File: src/rtl/addsub_seq_if.sv
// Handshake and operand/result bundle for the multi-cycle adder/subtractor.
// With ADDSUB_SAT_EN defined, the bundle also carries the per-operation sat request.
interface addsub_seq_if #(
  parameter int WIDTH = 32
);
  logic             start;
  logic             sub;
  logic [WIDTH-1:0] a;
  logic [WIDTH-1:0] b;
`ifdef ADDSUB_SAT_EN
  logic             sat;
`endif
  logic             busy;
  logic             done;
  logic [WIDTH-1:0] result;
  logic             carry_out;
  logic             overflow;
  logic             zero;
  logic             negative;

  modport master (
    output start, sub, a, b,
`ifdef ADDSUB_SAT_EN
    output sat,
`endif
    input  busy, done, result, carry_out, overflow, zero, negative
  );

  modport slave (
    input  start, sub, a, b,
`ifdef ADDSUB_SAT_EN
    input  sat,
`endif
    output busy, done, result, carry_out, overflow, zero, negative
  );
endinterface

File: src/rtl/addsub_seq.sv
// Multi-cycle two's-complement adder/subtractor: CHUNK bits per clock with
// ripple carry between chunks, start/busy/done handshake, registered flags.
// Optional feature macro: ADDSUB_SAT_EN (adds sat request; clamps on signed overflow).
module addsub_seq #(
  parameter int WIDTH = 32,
  parameter int CHUNK = 8
) (
  input  logic        clock,
  input  logic        reset_n,
  addsub_seq_if.slave bus
);

  localparam int NCHUNK = WIDTH / CHUNK;
  localparam int IDX_W  = (NCHUNK > 1) ? $clog2(NCHUNK) : 1;
  localparam logic [IDX_W-1:0] LAST_IDX = IDX_W'(NCHUNK - 1);

  typedef enum logic [1:0] {IDLE, RUN, DONE} state_t;

  state_t           state_q, state_d;
  logic [IDX_W-1:0] idx_q;
  logic             carry_q;
  logic [WIDTH-1:0] a_q;
  logic [WIDTH-1:0] b_q;
  logic [WIDTH-1:0] result_q;
  logic             carry_out_q;
  logic             overflow_q;
  logic             zero_q;
  logic             negative_q;
`ifdef ADDSUB_SAT_EN
  logic             sat_q;
`endif

  logic             accept;
  logic             last;
  logic [CHUNK:0]   chunk_sum;
  logic [WIDTH-1:0] res_raw;
  logic [WIDTH-1:0] res_final;
  logic             ovf;

`ifdef ADDSUB_SAT_EN
  // Replace an overflowed result with the most positive or most negative value.
  function automatic logic [WIDTH-1:0] sat_clamp(input logic [WIDTH-1:0] r,
                                                 input logic a_msb,
                                                 input logic do_clamp);
    if (!do_clamp) return r;
    return a_msb ? {1'b1, {(WIDTH-1){1'b0}}} : {1'b0, {(WIDTH-1){1'b1}}};
  endfunction
`endif

  assign accept = bus.start && ((state_q == IDLE) || (state_q == DONE));
  assign last   = (state_q == RUN) && (idx_q == LAST_IDX);

  // Current chunk sum and the full result it produces once written back.
  always_comb begin
    chunk_sum = {1'b0, a_q[idx_q*CHUNK +: CHUNK]}
              + {1'b0, b_q[idx_q*CHUNK +: CHUNK]}
              + {{CHUNK{1'b0}}, carry_q};
    res_raw = result_q;
    res_raw[idx_q*CHUNK +: CHUNK] = chunk_sum[CHUNK-1:0];
    ovf = (a_q[WIDTH-1] == b_q[WIDTH-1]) && (res_raw[WIDTH-1] != a_q[WIDTH-1]);
`ifdef ADDSUB_SAT_EN
    res_final = sat_clamp(res_raw, a_q[WIDTH-1], sat_q && ovf);
`else
    res_final = res_raw;
`endif
  end

  // State register.
  always_ff @(posedge clock or negedge reset_n) begin
    if (!reset_n) state_q <= IDLE;
    else          state_q <= state_d;
  end

  // Next-state logic; start is only honoured in IDLE and DONE.
  always_comb begin
    state_d = state_q;
    case (state_q)
      IDLE:    if (accept) state_d = RUN;
      RUN:     if (last)   state_d = DONE;
      DONE:    state_d = accept ? RUN : IDLE;
      default: state_d = IDLE;
    endcase
  end

  // Operand capture; subtraction is folded in as A + ~B + 1.
  always_ff @(posedge clock) begin
    if (accept) begin
      a_q <= bus.a;
      b_q <= bus.sub ? ~bus.b : bus.b;
`ifdef ADDSUB_SAT_EN
      sat_q <= bus.sat;
`endif
    end
  end

  // Chunk sequencing, progressive result write-back and flag capture on the last chunk.
  always_ff @(posedge clock or negedge reset_n) begin
    if (!reset_n) begin
      idx_q       <= '0;
      carry_q     <= 1'b0;
      result_q    <= '0;
      carry_out_q <= 1'b0;
      overflow_q  <= 1'b0;
      zero_q      <= 1'b0;
      negative_q  <= 1'b0;
    end else if (accept) begin
      idx_q   <= '0;
      carry_q <= bus.sub;
    end else if (state_q == RUN) begin
      idx_q    <= idx_q + 1'b1;
      carry_q  <= chunk_sum[CHUNK];
      result_q <= last ? res_final : res_raw;
      if (last) begin
        carry_out_q <= chunk_sum[CHUNK];
        overflow_q  <= ovf;
        zero_q      <= (res_final == '0);
        negative_q  <= res_final[WIDTH-1];
      end
    end
  end

  assign bus.busy      = (state_q == RUN);
  assign bus.done      = (state_q == DONE);
  assign bus.result    = result_q;
  assign bus.carry_out = carry_out_q;
  assign bus.overflow  = overflow_q;
  assign bus.zero      = zero_q;
  assign bus.negative  = negative_q;

endmodule
File: src/flat_wrapper.sv
// flat-port wrapper written by rule: the top's interface ports become plain ports
module addsub_seq_flat 
#(
  parameter int WIDTH = 32,
  parameter int CHUNK = 8
)
  (clock, reset_n, bus_start, bus_sub, bus_a, bus_b, bus_busy, bus_done, bus_result, bus_carry_out, bus_overflow, bus_zero, bus_negative);
  addsub_seq_if #(.WIDTH(WIDTH)) bus_i ();
  input  logic clock;
  input  logic reset_n;
  input wire logic [$bits(bus_i.start)-1:0] bus_start;
  input wire logic [$bits(bus_i.sub)-1:0] bus_sub;
  input wire logic [$bits(bus_i.a)-1:0] bus_a;
  input wire logic [$bits(bus_i.b)-1:0] bus_b;
  output wire logic [$bits(bus_i.busy)-1:0] bus_busy;
  output wire logic [$bits(bus_i.done)-1:0] bus_done;
  output wire logic [$bits(bus_i.result)-1:0] bus_result;
  output wire logic [$bits(bus_i.carry_out)-1:0] bus_carry_out;
  output wire logic [$bits(bus_i.overflow)-1:0] bus_overflow;
  output wire logic [$bits(bus_i.zero)-1:0] bus_zero;
  output wire logic [$bits(bus_i.negative)-1:0] bus_negative;
  assign bus_i.start = bus_start;
  assign bus_i.sub = bus_sub;
  assign bus_i.a = bus_a;
  assign bus_i.b = bus_b;
  assign bus_busy = bus_i.busy;
  assign bus_done = bus_i.done;
  assign bus_result = bus_i.result;
  assign bus_carry_out = bus_i.carry_out;
  assign bus_overflow = bus_i.overflow;
  assign bus_zero = bus_i.zero;
  assign bus_negative = bus_i.negative;
  addsub_seq #(.WIDTH(WIDTH), .CHUNK(CHUNK)) u_core (.clock(clock), .reset_n(reset_n), .bus(bus_i));
endmodule
File: config.mk
export PLATFORM = sky130hd
export DESIGN_NAME = addsub_seq_flat
export DESIGN_NICKNAME = d
export VERILOG_FILES = /design/src/rtl/addsub_seq_if.sv /design/src/rtl/addsub_seq.sv /design/src/flat_wrapper.sv
export SDC_FILE = /design/constraint.sdc
export NUM_CORES = 1
export LEC_CHECK = 0
export CAP_MARGIN = 10
export CORE_ASPECT_RATIO = 0.5
export CORE_MARGIN = 2
export CORE_UTILIZATION = 52
export CTS_BUF_LIST = sky130_fd_sc_hd__clkbuf_4 sky130_fd_sc_hd__clkbuf_8
export DETAILED_ROUTE_END_ITERATION = 10
export PLACE_DENSITY = 0.92
export SETUP_SLACK_MARGIN = 0.05
export SYNTH_ARGS = -nofsm -noshare
export SYNTH_HDL_FRONTEND = slang
export SYNTH_SLANG_ARGS = --single-unit
File: constraint.sdc
create_clock -name clock -period 4.5 [get_ports clock]
set_clock_uncertainty 0.05 [all_clocks]
set_input_delay 0.9 -clock clock [delete_from_list [all_inputs] [get_ports clock]]
set_output_delay 0.9 -clock clock [all_outputs]
set_load 0.05 [all_outputs]
==> results.cfg, run 1 <==
[clocking]
ctsHtreeMaxLevel = 3
numCtsBuffers = 9
post_cts_buffers = 0
cts_resized = 0
clkTransAtPathRegs_ns = 0.09
root_buffer = clkbuf_8
postCtsHoldBufs = 0
clkSinkCount = 105
clk-insertion-delay-late_ns = 0.39
cts_tree = yes
clockBufferDepth = 2

[sta]
hold_violations = 0
setup_ws_ns = 0.9937
period_needed_ns = 3.506
slew_headroom_pct = 38.92
setup_tns_ns = 0
fmax_mhz = 285.2
drv_slew = 0
whs_ns = 0.4576
final-setup-viol-count = 0
rsz0062_at_grt = no
tightest_slew_ns = 0.9162
min_period_over_period_pct = 77.92

[synth]
synthCells = 333
ys_seq_elements = 105
synth-edff-count = 64
avgSynthCellArea_um2 = 14.44
synthDistinctLibCells = 52
netlist_top_cells_area = edfxtp_1, dfrtp_1, mux4_2
ys.flop_type = edfxtp_1
synth.largest_area_cell = edfxtp_1
synth_common_cells = edfxtp_1, dfrtp_1, xor2_1, a22o_1, nand2_1
yosysSeqAreaShare_pct = 61.29
async_reset_ff_share_pct = 39.05
yosys_warnings = 0
synth_area_um2 = 4810
yosysMostFrequentCell = edfxtp_1
syn_nets = 416
netlist.area_leader.share_pct = 39.96

[pwr]
p_int_uw = 2495
power.switching_uw = 2210
ir_worst_vdd_uv = 395.2
power_uw = 4705
p_comb_share_pct = 57.6
powerDensity_nw_per_um2 = 764.3
p_leak_uw = 0.002364
seqPwrFrac_pct = 31.4
swShare_pct = 46.97
clockPowerShare_pct = 11.0

[critical_path]
reg2reg_from = u_core.idx_q[0]
critPathCaptureType = flop
crit_path_max_incr_delay_ns = 0.67
critPathTopFamily = compound AO/OA/AOI/OAI gates
critPathBufInv = 1
rr_endpoint = u_core.bus.overflow
crit_type = flop to flop
reg2reg_depth = 9
critPathSlowestCell = dfrtp_1
path_max_fanout = 9
arrival_ns = 3.76
regToRegSetupSlack_ns = 0.99
startpoint_type = flop
path_common_cell = a31oi_1
crit_required_ns = 4.76
crit_chain = buf_4 -> mux4_2 -> ha_1 -> a21oi_2 -> o211ai_1 -> a2111o_1 -> a31oi_1 -> o21ai_0 -> a31oi_1

[finish]
drive_above_1_share_pct = 10.94
nets = 526
n_antenna_cell = 0
area_growth_pct = 27.99
fin_cells = 565

[run_status]
violations = DRC
status = complete, but fails checks

[placement]
dpl.cell_count = 549
gp_congestion = 0.8816
pre_cts_ws_ns = 1.082
numPortBuffers = 105
hpwl_um = 8162

[floorplan]
rows = 24
ios = 106
coreArea_um2 = 8859
die_x_um = 140.0
die_area_um2 = 10080
initial_core_util_pct = 54.29
die_y_um = 72.01

[drt]
via_per_inst = 5.888
drt-initial-drc-count = 379
firstDrtPassIters = 10
routed-via-count = 3327
wirelength_um = 11580
ant_nets = 0
wl_per_cell_um = 20.49
drc = 5

[grt]
grt_overflow = 0
grt_max_degree = 61
antenna_found_initial = 0
grt_pass1_wl_um = 18510
grt_usage_pct = 24.65
grt_pass1_vias = 3465

[worst_hold_path]
hp-start = u_core.bus.negative
whs_endpoint = u_core.bus.negative
hold_class = flop to flop
whs_path_depth = 2

[job]
max_cap_viol_count = 0
==> logic make-up after synthesis <==
kind of cell / after synthesis / synth area share, %
buffers and inverters: 25 / 2.185
AO/OA/AOI/OAI: 72 / 11.39
XOR/XNOR: 35 / 6.374
multiplexers: 17 / 7.726
flip-flops: 105 / 61.29
adder cells (fa/ha/maj): 15 / 4.214
AND/OR/NAND/NOR: 64 / 6.816
==> state kept, by name (all words and copies together) (netlist names) <==
name and cells:
u_core.b_q 32, u_core.carry_q 1, u_core.bus.result 32, u_core.bus.carry_out 1, u_core.idx_q 2, u_core.bus.overflow 1, u_core.state_q 2, u_core.bus.zero 1
u_core.bus.negative 1, u_core.a_q 32
==> tightest hold or removal path, stage by stage, from the launching register on <==
cell and delay [ns]:
dfrtp_1 0.36, nand2_1 0.05, o21ai_1 0.06
==> worst max-delay path by stage <==
stage | from | end | slack [ns] | cells after the start
after detailed placement | u_core.idx_q[0] | u_core.bus.zero | 1.08 | 10
after global placement | u_core.idx_q[0] | u_core.bus.zero | 1.18 | 10
after CTS | u_core.idx_q[0] | u_core.bus.overflow | 0.99 | 9
after floorplan | bus_start | u_core.carry_q | 1.17 | 4
after global routing | u_core.idx_q[0] | u_core.bus.overflow | 0.71 | 9
final | u_core.idx_q[0] | u_core.bus.overflow | 0.99 | 9
==> power groups by stage <==
stage	combinational [uW]	sequential [uW]	clock (uW)
after floorplan	1490	1780	0
after global placement	2530	1480	0
after detailed placement	2630	1490	0
after CTS	2670	1470	523
after global routing	2880	1500	556
final	2710	1480	519
==> per-layer routing <==
layer | global-route usage (%) | part of all wire (%) | vias up
met4 | 12.79 | 3.5 | 0
met5 | 0 | 0 | -
met1 | 30.40 | 40 | 1633
met3 | 5.875 | 6.3 | 43
met2 | 41.87 | 51 | 160
li1 | - | - | 1491
==> cells in the final DEF, fill, tap and decap left out, drive strengths merged, types with 2 or more instances in the layout <==
cell type,count
xnor2,2
nand2,20
xor2,33
clkinvlp,3
o21a,2
nand4,2
nor3,2
nand3,4
clkdlybuf4s50,103
a31oi,2
nor2,16
nor4,8
nor2b,3
o31a,2
o21ai,15
o31ai,3
edfxtp,64
inv,14
a21oi,8
ha,13
a22o,28
clkinv,3
clkbuf,10
o21bai,2
buf,7
mux4,16
fa,2
dfrtp,41
and2b,2
==> per-stage QoR <==
stage / cell area, um^2 / util (%)
after floorplan: 4812 / -
after global placement: 5989 / 67.61
after CTS: 6156 / 69.49
after global routing: 6156 / 69.49
after detailed placement: 5989 / 67.61
final: 6156 / 69.49
==> cell type report <==
type,count,area (um^2)
clock buffer,10,131.4
clock inverter,6,35.03
timing repair buffer,110,1079
inverter,14,52.55
fill,580,2703
multi-input combinational,203,1764
sequential,105,2948
tap,117,146.4
Power figures use the tool's default switching activity.
==> inputs of run 2 (changes only) <==
CORE_UTILIZATION = 47   (was 52)
PLACE_DENSITY = 0.88   (was 0.92)
clock period = 3.1 ns   (was 4.5 ns; I/O delays follow)
==> results.cfg, run 2 (synthesis gave the netlist of run 1 again) <==
[floorplan]
rows = 26
die_area_um2 = 11110
ios = 106
die_y_um = 75.53
initial_core_util_pct = 47.69
coreArea_um2 = 10080
die_x_um = 147.1

[critical_path]
regToRegSetupSlack_ns = 0.11
critPathCaptureType = flop
critPathSlowestCell = mux4_2
crit_start = u_core.idx_q[0]
crit_type = flop to flop
reg2reg_depth = 10
reg2reg_from = u_core.idx_q[0]
startpoint_type = flop
crit_required_ns = 3.34
critPathBufInv = 2
crit_chain = buf_12 -> mux4_2 -> ha_1 -> o21ai_2 -> nor3b_2 -> a311oi_2 -> buf_4 -> a31oi_4 -> or3_1 -> a31oi_1
path_max_fanout = 9
critPathTopFamily = simple AND/OR/NAND/NOR gates
crit_cells = 10
crit_path_max_incr_delay_ns = 0.55
arrival_ns = 3.23
crit_path_end = u_core.bus.overflow
rr_endpoint = u_core.bus.overflow

[drt]
drt-initial-drc-count = 270
drc = 0
ant_nets = 0
wirelength_um = 10840
firstDrtPassIters = 5
wl_per_cell_um = 17.97
routed-via-count = 3279
via_per_inst = 5.438

[job]
max_cap_viol_count = 0

[run_status]
status = finished clean

[clocking]
numCtsBuffers = 9
cts_tree = yes
root_buffer = clkbuf_8
clk-insertion-delay-late_ns = 0.37
postCtsHoldBufs = 0
clkTransAtPathRegs_ns = 0.10
ctsHtreeMaxLevel = 3
clockBufferDepth = 2
clkSinkCount = 105

[finish]
final_area_um2 = 6446
seq_area_um2 = 2949
drive_above_1_share_pct = 14.69
multi_input_area_um2 = 1799
n_antenna_cell = 0
final_common_cell = clkdlybuf4s50_1
nets = 541
area_growth_pct = 34.03
fillers = 745
final_cell_mix = clkdlybuf4s50_1, edfxtp_1, dfrtp_1, xor2_1, a22o_1

[grt]
grt_pass1_wl_um = 16680
grt_max_degree = 42
antenna_found_initial = 0
grt_usage_pct = 20.01
grt_overflow = 0
grt_pass1_vias = 3186

[sta]
tightest_slew_ns = 0.9157
setup_ws_ns = 0.1131
period_needed_ns = 2.987
min_period_over_period_pct = 96.35
whs_ns = 0.3207
final-setup-viol-count = 0
drv_slew = 0
setup_tns_ns = 0
rsz0062_at_grt = yes
fmax_mhz = 334.8
hold_violations = 0
slew_headroom_pct = 38.95

[placement]
place_area_um2 = 6148
gp_congestion = 0.8895
pre_cts_ws_ns = 0.1059
numPortBuffers = 105
hpwl_um = 7958

[pwr]
power_uw = 7596
ir_worst_vdd_uv = 713.3
powerDensity_nw_per_um2 = 1178
p_leak_uw = 0.002502

[worst_hold_path]
hold_class = primary input to async pin
-- run 2: final cells by class --
cell class | count | share of cell area [%]
Timing Repair Buffer | 125 | 19.18
Tap cell | 140 | 2.717
Sequential cell | 105 | 45.75
Clock inverter | 7 | 1.708
Inverter | 14 | 0.8152
Clock buffer | 9 | 1.922
Multi-Input combinational cell | 203 | 27.91
-- run 2: where the power goes --
part           switching, uW  internal (uW)  leakage (uW)
registers                225           1870       0.00115
logic                   2640           1880       0.00123
clock network            451            531      0.000128
total                   3310           4280       0.00250
-- run 2: worst min-delay path by stage --
stage | slack (ns) | endpoint | cells after the start | from
global route | 0.38 | u_core.bus.result[13] | 1 | reset_n
finish | 0.32 | u_core.bus.result[12] | 1 | reset_n
detailed placement | 0.45 | u_core.bus.carry_out | 2 | u_core.bus.carry_out
CTS | 0.35 | u_core.bus.result[13] | 1 | reset_n
floorplan | 0.27 | u_core.bus.carry_out | 0 | reset_n
global placement | 0.44 | u_core.bus.negative | 2 | u_core.bus.negative
-- run 2: through the flow --
stage	util, %	std cells
6_report	63.92	603
4_1_cts	63.29	600
3_3_place_gp	60.97	584
2_1_floorplan	-	333
3_5_place_dp	60.97	584
5_1_grt	63.92	603
-- run 2: what timing repair did --
item / in CTS / in global routing
setup endpoints to repair: 0 / 10
resized for setup: 0 / 8
setup buffers: 0 / 3
-- run 2: routing by layer --
layer	global-route usage [%]	up-vias	wire length, um
met2	35.62	105	5524
met5	0	-	0
met1	25.33	1645	4626
li1	-	1518	-
met3	4.731	11	559
met4	5.983	0	125
